`src/rtl/encoder8_serializer_pkg.sv`:
```
// Shared definitions for the 8-to-3 serializing encoder: widths, FSM states
// and a population-count helper.
package encoder8_serializer_pkg;

  localparam int REQ_W  = 8;
  localparam int CODE_W = 3;

  typedef enum logic {
    IDLE = 1'b0,
    EMIT = 1'b1
  } stateT;

  function automatic logic [3:0] popCount(input logic [REQ_W-1:0] vec);
    logic [3:0] cnt;
    cnt = '0;
    for (int i = 0; i < REQ_W; i++) begin
      cnt = cnt + 4'(vec[i]);
    end
    return cnt;
  endfunction

endpackage

```
`src/rtl/encoder8_serializer_prio_enc8.sv`:
```
// Combinational 8-to-3 priority encoder; lsbFirst selects whether the lowest
// or the highest set bit wins. anySet flags a non-empty vector.
module prio_enc8
  import encoder8_serializer_pkg::*;
(
  input  logic [REQ_W-1:0]  vec,
  input  logic              lsbFirst,
  output logic [CODE_W-1:0] idx,
  output logic              anySet
);

  // Later matches override earlier ones, so scan towards the winning end.
  always_comb begin
    idx = '0;
    for (int i = 0; i < REQ_W; i++) begin
      if (lsbFirst) begin
        if (vec[REQ_W-1-i]) idx = CODE_W'(REQ_W-1-i);
      end else begin
        if (vec[i]) idx = CODE_W'(i);
      end
    end
  end

  assign anySet = |vec;

endmodule

```
`src/rtl/encoder8_serializer.sv`:
```
// Sequential 8-to-3 encoder: takes a multi-hot request vector and streams the
// index of each set bit, one per beat, over a valid/ready output handshake.
module encoder8_serializer
  import encoder8_serializer_pkg::*;
#(
  parameter bit LSB_FIRST = 1'b1
) (
  input  logic              clk,
  input  logic              rst_n,
  input  logic              inValid,
  output logic              inReady,
  input  logic [REQ_W-1:0]  req,
  output logic              outValid,
  input  logic              outReady,
  output logic [CODE_W-1:0] code,
  output logic              last,
  output logic              zero
);

  stateT             state;
  logic [REQ_W-1:0]  pend;
  logic              zReg;
  logic [CODE_W-1:0] prioIdx;
  logic              anySet;
  logic              emitting;
  logic              accept;
  logic              xfer;

  prio_enc8 uPrio (
    .vec      (pend),
    .lsbFirst (LSB_FIRST),
    .idx      (prioIdx),
    .anySet   (anySet)
  );

  assign emitting = (state == EMIT);
  assign outValid = emitting;
  assign code     = emitting ? prioIdx : '0;
  assign last     = emitting && (!anySet || (popCount(pend) == 4'd1));
  assign zero     = emitting && zReg;

  // Ready again on the final beat's transfer so back-to-back vectors need no bubble.
  assign inReady  = !emitting || (outReady && last);
  assign accept   = inValid && inReady;
  assign xfer     = outValid && outReady;

  always_ff @(posedge clk or negedge rst_n) begin
    if (!rst_n) begin
      state <= IDLE;
      pend  <= '0;
      zReg  <= 1'b0;
    end else if (accept) begin
      state <= EMIT;
      pend  <= req;
      zReg  <= (req == '0);
    end else if (xfer) begin
      pend <= pend & ~(REQ_W'(1) << code);
      if (last) state <= IDLE;
    end
  end

endmodule

```
`config.mk`:
```
export PLATFORM = sky130hd
export DESIGN_NAME = encoder8_serializer
export DESIGN_NICKNAME = d
export VERILOG_FILES = /design/src/rtl/encoder8_serializer_pkg.sv /design/src/rtl/encoder8_serializer_prio_enc8.sv /design/src/rtl/encoder8_serializer.sv
export SDC_FILE = /design/constraint.sdc
export NUM_CORES = 1
export LEC_CHECK = 0
export BUFFER_PORTS_ARGS = -buffer_cell sky130_fd_sc_hd__buf_4
export CORE_MARGIN = 2
export CORE_UTILIZATION = 40
export DETAILED_ROUTE_END_ITERATION = 10
export HOLD_SLACK_MARGIN = 0.15
export REMOVE_ABC_BUFFERS = 1
export SLEW_MARGIN = 0
export SYNTH_ARGS = -nofsm -noshare
export SYNTH_HDL_FRONTEND = slang
export SYNTH_SLANG_ARGS = --single-unit
```
`constraint.sdc`:
```
create_clock -name clk -period 5.7 [get_ports clk]
set_input_delay 0 -clock clk [delete_from_list [all_inputs] [get_ports clk]]
set_output_delay 0 -clock clk [all_outputs]
set_load 0.005 [all_outputs]
```
==> impl_metrics.env <==
export IMPL_cts_buffers=3
export IMPL_synth_warnings=0
export IMPL_finalSetupTns_ps=0
export IMPL_pwr_share_seq=0.182
export IMPL_power_density_nw_per_um2=626
export IMPL_total_power_w=0.000723
export IMPL_grt_overflow=0
export IMPL_die_y_um=49.1
export IMPL_clkSinkCount=10
export IMPL_power_internal_w=0.000396
export IMPL_dp_slack_ps=1930
export IMPL_startpoint_type="flop"
export IMPL_drc=0
export IMPL_rows=16
export IMPL_final_fill_count=184
export IMPL_antenna_found_initial=0
export IMPL_io_buffers=18
export IMPL_multi_input_area_um2=479
export IMPL_tritoncts="done"
export IMPL_start_util=0.419
export IMPL_switching_share=0.452
export IMPL_finalCriticalPeriod_ps=3960
export IMPL_grt_pass1_vias=785
export IMPL_grt_pass1_wl_um=3170
export IMPL_path_cells="inv_1, fa_1, fa_1, fa_1, inv_1, ha_1, inv_1, fa_1, nand3_1, o21ai_2, nand2_1, a21o_1, dlygate4sd3_1"
export IMPL_gp_congestion=0.780
export IMPL_post_cts_buffers=0
export IMPL_regToRegSetupSlack_ps=1740
export IMPL_final_cells=156
export IMPL_fin_crit_sh=0.695
export IMPL_ir_drop_uv=364
export IMPL_syn_avg_cell_area_um2=8.65
export IMPL_clkPwrFrac=0.088
export IMPL_clk_latency_ps=260
export IMPL_wire_per_inst_um=11.2
export IMPL_setup_slack_ps=1740
export IMPL_die_w_um=49.1
export IMPL_crit_top_cell="fa_1"
export IMPL_via_per_inst=4.74
export IMPL_wirelength_um=1750
export IMPL_fin_hold_ws_ps=523
export IMPL_synth_seq_cells=10
export IMPL_cp_slowest_cell="fa_1"
export IMPL_drive_gt1_frac=0.202
export IMPL_synthCells=94
export IMPL_final_antenna_net_count=0
export IMPL_areaGrowthSynthToFinish_pct=41.8
export IMPL_final_cell_mix="inv_1, buf_4, dlygate4sd3_1, nand2_1, dfrtp_1"
export IMPL_final_common_cell="inv_1"
export IMPL_finClkSkew_ps=5.56
export IMPL_seqCellArea_um2=250
export IMPL_path_max_fanout=4
export IMPL_cts_reportedPaths_clkPinSlew_ps=70
export IMPL_cts_max_path_buffers=2
export IMPL_endpoint_kind="flop"
export IMPL_cts_root_buf="clkbuf_4"
export IMPL_max_freq_ghz=0.252
export IMPL_grt_usage=0.168
export IMPL_synth_area_top_cells="dfrtp_1, fa_1, inv_1"
export IMPL_combinationalPowerShare=0.729
export IMPL_finalMaxSlewViolations=0
export IMPL_status="finished, final reports clean"
export IMPL_hpwlAfterDp_um=1340
export IMPL_rsz0062_at_grt="false"
export IMPL_yosys_area_top_type="dfrtp_1"
export IMPL_dr_total_vias=740
export IMPL_p_leak_nw=0.605
export IMPL_dp_cells=138
export IMPL_diodes=0
export IMPL_setup_violations_final=0
export IMPL_core_area_um2=1940
export IMPL_drt_pre_antenna_iters=4
export IMPL_worstMarginPinSlew_ps=443
export IMPL_syn_area_um2=813
export IMPL_hold_viol=0
export IMPL_htree_levels=1
export IMPL_seq_area_frac_synth=0.308
export IMPL_nets=150
export IMPL_synth_top_area_frac=0.308
export IMPL_ios=19
export IMPL_netlist_cell_type_count=23
export IMPL_drt_iter0_markers=11
export IMPL_slew_headroom=0.704
export IMPL_critPathMaxStageDelay_ps=560
export IMPL_dieArea_um2=2410
export IMPL_cp_data_arrival_time_ps=4110
export IMPL_critPathKind="reg -> reg"
export IMPL_critical_path_required_ps=5850
export IMPL_worstHoldPathType="in -> reg"
export IMPL_cap_violations=0
export IMPL_grt_start_max_net_pins=11
export IMPL_p_sw_w=0.000326
layer usage:
layer  up-vias  wire (um)  track usage  share of wire
met5         -          0            0              0
met4         0          8       0.0571         0.0046
met3         2         55       0.0337          0.032
met2        19        909        0.306           0.52
met1       338        771        0.194           0.44
li1        381          -            -              -
power groups by stage:
stage | registers, W | clock network (W) | logic [W]
after floorplan | 0.000125 | 0 | 0.000360
after global placement | 0.000132 | 0 | 0.000509
after detailed placement | 0.000133 | 0 | 0.000518
after CTS | 0.000131 | 0.0000655 | 0.000539
after global routing | 0.000138 | 0.0000692 | 0.000604
final | 0.000132 | 0.0000638 | 0.000527
synthesized netlist by cell type (all sizes together):
library cell / number
a21oi: 2
nand2: 12
fa: 4
mux2i: 7
dfrtp: 10
mux2: 1
buf: 1
nor4: 4
a41oi: 1
nand3: 5
o211ai: 1
ha: 4
nor2: 5
o221ai: 1
o41ai: 1
nand2b: 4
and2: 1
a31oi: 1
inv: 21
o21ai: 6
a21o: 2
state kept, by name (all words and copies together) (netlist names):
register / flops
pend: 8
outValid: 1
zReg: 1
critical path, delay by kind of cell, from the launching register on:
family / cells / cell delay, ps
adders and majority gates: 5 / 2070
buffers and inverters: 4 / 780
AOI/OAI and AO/OA: 2 / 420
DFF: 1 / 390
and+or+nand+nor: 2 / 180
area by class of cell:
cell class	count	share of cell area
Tap cell	27	0.0293
Multi-Input combinational cell	62	0.415
Inverter	21	0.0683
Clock buffer	4	0.0315
Timing Repair Buffer	32	0.239
Sequential cell	10	0.217
path summary, 6_finish.rpt:
path | startpoint | endpoint | cells past startpoint
worst min-delay path | req[6] | pend[6]$_DFFE_PN0P_ | 3
worst max-delay path | pend[0]$_DFFE_PN0P_ | outValid$_DFFE_PN0P_ | 13
min in group asynchronous | rst_n | pend[1]$_DFFE_PN0P_ | 3
max in group asynchronous | rst_n | pend[2]$_DFFE_PN0P_ | 3
worst min register to register | zReg$_DFFE_PN0P_ | zReg$_DFFE_PN0P_ | 2
worst max register to register | pend[0]$_DFFE_PN0P_ | outValid$_DFFE_PN0P_ | 13
cells by family after synthesis:
kind of cell               Yosys count  share of synthesized area
muxes                                8                      0.105
DFF                                 10                      0.308
and+or+nand+nor                     31                      0.186
buffers and inverters               22                      0.103
adders and majority gates            8                      0.160
AOI/OAI and AO/OA                   15                      0.138
per-stage QoR:
step	util	instance area, um2
floorplan	-	808
global placement	0.503	977
detailed placement	0.503	977
CTS	0.594	1150
global route	0.594	1150
finish	0.594	1150
what timing repair did:
action	CTS	global route
gates resized for setup	0	0
endpoints found under the hold margin	20	0
hold buffers	14	0
Note: power is estimated with default switching activity, not from simulation.
